## config.mk

```make
export PLATFORM = sky130hd
export DESIGN_NAME = mont_domain_converter
export DESIGN_NICKNAME = d
export VERILOG_FILES = /design/src/rtl/mont_domain_converter.sv
export SDC_FILE = /design/constraint.sdc
export NUM_CORES = 1
export LEC_CHECK = 0
export CAP_MARGIN = 20
export CORE_MARGIN = 2
export CORE_UTILIZATION = 60
export DETAILED_ROUTE_END_ITERATION = 10
export PLACE_DENSITY = 0.84
export SLEW_MARGIN = 5
export SYNTH_ARGS = -nofsm -noshare
export SYNTH_HDL_FRONTEND = slang
export SYNTH_SLANG_ARGS = --single-unit
export TNS_END_PERCENT = 5
```

## constraint.sdc

```tcl
create_clock -name i_clk -period 8.6 [get_ports i_clk]
set_input_delay 1.29 -clock i_clk [delete_from_list [all_inputs] [get_ports i_clk]]
set_output_delay 1.29 -clock i_clk [all_outputs]
set_load 0.1 [all_outputs]
```

## src/rtl/mont_domain_converter.sv

```systemverilog
// Bit-serial normal <-> Montgomery domain converter for affine (x, y) pairs, R = 2^SIZE.
// Optional operand/modulus range check is compiled in with `define MONT_CONV_RANGE_CHECK_EN.
module mont_domain_converter #(
  parameter int SIZE = 32
) (
  input  logic            i_clk,
  input  logic            i_rst,
  input  logic            start,
  input  logic            mode,
  input  logic [SIZE-1:0] x_in,
  input  logic [SIZE-1:0] y_in,
  input  logic [SIZE-1:0] prime,
  output logic [SIZE-1:0] x_out,
  output logic [SIZE-1:0] y_out,
  output logic            busy,
  output logic            done,
  output logic            err
);

  localparam int CW = $clog2(SIZE + 1);

  typedef enum logic [1:0] {IDLE, RUN, DONE} state_t;

  state_t          state_reg, state_next;
  logic [CW-1:0]   cnt_reg, cnt_next;
  logic [SIZE-1:0] r_reg [2];
  logic [SIZE-1:0] r_step [2];
  logic [SIZE-1:0] operand [2];
  logic [SIZE-1:0] p_reg;
  logic            mode_reg;
  logic            capture, step, finish, abort;

  assign operand[0] = x_in;
  assign operand[1] = y_in;

  // One iteration per lane: modular double (to Montgomery) or modular halve (from Montgomery).
  genvar gi;
  generate
    for (gi = 0; gi < 2; gi++) begin : g_lane
      logic [SIZE:0]   dbl;
      logic [SIZE-1:0] dbl_red;
      logic [SIZE-1:0] half;

      assign dbl     = {r_reg[gi], 1'b0};
      // When dbl >= p the reduced value is < p, so the low SIZE bits of the difference are exact.
      assign dbl_red = (dbl >= {1'b0, p_reg}) ? (dbl[SIZE-1:0] - p_reg) : dbl[SIZE-1:0];
      // (r + p) >> 1 without a SIZE+1-bit adder: halve each term and add back the shared low carry.
      assign half    = r_reg[gi][0]
                     ? (r_reg[gi] >> 1) + (p_reg >> 1) + {{(SIZE-1){1'b0}}, p_reg[0]}
                     : (r_reg[gi] >> 1);
      assign r_step[gi] = mode_reg ? half : dbl_red;
    end
  endgenerate

`ifdef MONT_CONV_RANGE_CHECK_EN
  logic bad_reg;
  logic req_bad;
  logic err_reg;

  assign req_bad = (x_in >= prime) || (y_in >= prime) || !prime[0] ||
                   (prime <= SIZE'(1));
  assign abort   = bad_reg;
  assign err     = err_reg;

  always_ff @(posedge i_clk or posedge i_rst) begin
    if (i_rst) begin
      bad_reg <= 1'b0;
      err_reg <= 1'b0;
    end else if (capture) begin
      bad_reg <= req_bad;
      err_reg <= 1'b0;
    end else if (finish) begin
      err_reg <= bad_reg;
    end
  end
`else
  assign abort = 1'b0;
  assign err   = 1'b0;
`endif

  always_comb begin
    state_next = state_reg;
    cnt_next   = cnt_reg;
    capture    = 1'b0;
    step       = 1'b0;
    finish     = 1'b0;
    case (state_reg)
      IDLE: begin
        if (start) begin
          capture    = 1'b1;
          cnt_next   = '0;
          state_next = RUN;
        end
      end
      RUN: begin
        if (abort || (cnt_reg == CW'(SIZE))) begin
          finish     = 1'b1;
          state_next = DONE;
        end else begin
          step     = 1'b1;
          cnt_next = cnt_reg + CW'(1);
        end
      end
      DONE:    state_next = IDLE;
      default: state_next = IDLE;
    endcase
  end

  always_ff @(posedge i_clk or posedge i_rst) begin
    if (i_rst) begin
      state_reg <= IDLE;
      cnt_reg   <= '0;
      r_reg[0]  <= '0;
      r_reg[1]  <= '0;
      p_reg     <= '0;
      mode_reg  <= 1'b0;
      x_out     <= '0;
      y_out     <= '0;
    end else begin
      state_reg <= state_next;
      cnt_reg   <= cnt_next;
      if (capture) begin
        r_reg[0] <= operand[0];
        r_reg[1] <= operand[1];
        p_reg    <= prime;
        mode_reg <= mode;
      end else if (step) begin
        r_reg[0] <= r_step[0];
        r_reg[1] <= r_step[1];
      end
      // A rejected request reports zeros rather than whatever the working registers hold.
      if (finish) begin
        x_out <= abort ? '0 : r_reg[0];
        y_out <= abort ? '0 : r_reg[1];
      end
    end
  end

  assign busy = (state_reg != IDLE);
  assign done = (state_reg == DONE);

endmodule

```

==> metrics <==
Clock Skew=0.0179 ns; drt total wl=48700 µm; register area share after synthesis=slightly below 30%; Cells after Synth=roughly 1700; io pins=167; first-pass GRT wire length=approximately 76000 µm; layout cell share with drive strength beyond 1=8.49%; vias in the first global route=13900; routed vias=approximately 15000; most frequent cell after synthesis=a21oi_1; Antenna Nets Post-Route=0; Primary FF master, synth=dfrtp_1; CP Max Fanout=9; MaxCap Viol Count=0; area occupied by registers=around 4200 µm²; Final Setup Violations=0; fin crit share=between 40% and 50%; Slew Limit Headroom=roughly a quarter; Final min period=between 3 and 4 ns; standard-cell rows=57; share of the synthesized area in the top cell type=between 20% and 30%; RSZ-0062 raised after global routing=false; area grow syn2layout=16.9%; routability cong.=about 0.98; Initial DRC Count=around 1800; Diodes inserted=0; vias per cell=between 6 and 7; max reg flops=64; htree depth=4; post-cts hold buffer count=0; Syn Std Cell Area=14700 µm²; Worst EP arrival=4.21 ns; fmax=254 MHz; distinct cell type count after synthesis=83; setup tns final=0 ns; number of gates resized after CTS=0; Final #Nets=approximately 2100; Slew Viols, Final=0; reg2reg start=p_reg[0]$_DFFE_PP0P_; Root Buffer=clkbuf_16; Req. time, crit path=roughly 9 ns; Die Area=25700 µm²; fraction of registers with async set or reset after synthesis=100%; DRT Pass-1 Iters=5; CP Class=register to register; min-delay src=y_out[15]$_DFFE_PP0P_; largest net degree at the start of global routing=90; multi-input logic area=9910 µm²; postcts setup bufs=0; cell taking the most area after synthesis=dfrtp_1; Worst Max-Slew Pin Slew=around 1.1 ns; clock sink count=around 170; status=finished clean; EDFF count, synth=0; Worst setup startpoint=p_reg[0]$_DFFE_PP0P_; Startpoint Class=register; # DRC=0; WL/cell=22.3 µm; CTS max path bufs=2; Reg clk slew, reported paths=roughly 0.070 ns; Initial Utilization=60.7%; GRT Total Usage=37.5%; Syn Nets=slightly below 2000; path type of the worst min-delay path=register to register; synth top area cells=dfrtp_1 (29%), ha_1 (11%), a21oi_1 (6.1%); initial antenna violation count=0; Fill cells=about 1900; Final Hold Viols=0; crit end category=register; CTS buffer count=17; clock latency on the worst-skew pair=between 0.4 and 0.5 ns; Yosys reg bits=roughly 170; post-detail-place hpwl=approximately 36000 µm; commonest cells in the netlist=a21oi_1 (178), dfrtp_1 (169), nand2_1 (151); Die Span X=160 µm; Core Box Area=between 20000 and 25000 µm²; total of warnings raised by yosys=0; TritonCTS clock tree=done; die span in y=160 µm; grt ovf=0; syn avg cell area=8.50 µm²; IO Port Bufs=165
==> critical path, cell delays in order, from the launching register on <==
cell and delay, ns:
dfrtp_1 0.54, fa_1 0.53, fa_1 0.44, a211o_1 0.33, a21oi_1 0.32, a211oi_1 0.16, o21ai_1 0.19, a21oi_1 0.12
o41ai_1 0.42, o21ai_0 0.21, a21oi_1 0.21, xor2_1 0.17, a41oi_1 0.13
==> cell type report <==
| class | count | share of cell area [%] |
|---|---|---|
| multi-input combinational | 1420 | 57.8 |
| sequential | 169 | 24.7 |
| timing repair buffer | 182 | 10.4 |
| clock buffer | 20 | 2.66 |
| tap | 324 | 2.36 |
| inverter | 57 | 1.28 |
| clock inverter | 12 | 0.810 |
==> final timing paths <==
check,endpoint,slack [ns],cells past startpoint
max,g_lane[0].dbl[25]$_DFFE_PP0P_,4.66,12
min,y_out[15]$_DFFE_PP0P_,0.51,1
max reg2reg,g_lane[0].dbl[25]$_DFFE_PP0P_,4.66,12
min reg2reg,y_out[15]$_DFFE_PP0P_,0.51,1
max in group asynchronous,cnt_reg[5]$_DFFE_PP0P_,5.92,4
min in group asynchronous,g_lane[1].dbl[2]$_DFFE_PP0P_,1.38,2
==> logic make-up after synthesis <==
logic type	Yosys count	share of synthesized area (%)
buf+inv	138	3.80
compound gates	597	26.1
fa+ha+maj	132	11.6
xor+xnor	107	6.38
mux	115	8.61
simple gates	468	14.7
other cells	1	0.0255
flops	169	28.8
==> per-layer routing <==
metal  share of wire (%)  GRT usage (%)  vias up  routed length (µm)
li1                    -              -     6658                   -
met1                  43           54.3     6931               20700
met2                  44           57.0      951               21400
met3                  10           6.35      117                5090
met4                 3.1           12.7        0                1500
met5                   0              0        -                   0
==> placed cells by master, fill, tap and decap left out, types with 11 or more instances in the layout <==
| master | count |
|---|---|
| a21oi_1 | 178 |
| dfrtp_1 | 169 |
| clkdlybuf4s50_1 | 165 |
| nand2_1 | 149 |
| nor2_1 | 132 |
| ha_1 | 126 |
| o21ai_0 | 124 |
| mux2_2 | 74 |
| xnor2_1 | 64 |
| inv_1 | 53 |
| a21o_1 | 50 |
| xor2_1 | 43 |
| nand3_1 | 42 |
| mux2i_1 | 37 |
| nor3_1 | 31 |
| o22ai_1 | 31 |
| a31oi_1 | 24 |
| a211oi_1 | 23 |
| nor2b_1 | 21 |
| nand4_1 | 21 |
| o21a_1 | 18 |
| clkbuf_16 | 17 |
| o221ai_1 | 15 |
| buf_4 | 15 |
| o21bai_1 | 14 |
| or3_1 | 13 |
| nand2b_1 | 12 |
| o211ai_1 | 12 |
| and2_1 | 12 |
| and3_1 | 11 |
==> per-stage QoR <==
stage	setup slack [ns]	utilization (%)	hold WS (ns)	cells	instance area, µm²
finish	4.66	70.9	0.509	2184	17200
global route	4.41	70.9	0.519	2184	17200
CTS	4.74	70.8	0.511	2182	17100
detailed placement	4.58	68.4	0.495	2150	16500
global placement	4.66	68.4	0.488	2150	16500
floorplan	2.73	-	0.509	1727	14700
Power is left out: the tool's default activity adds up to more than one toggle a clock period on the data nets, which glitch-free logic cannot reach.
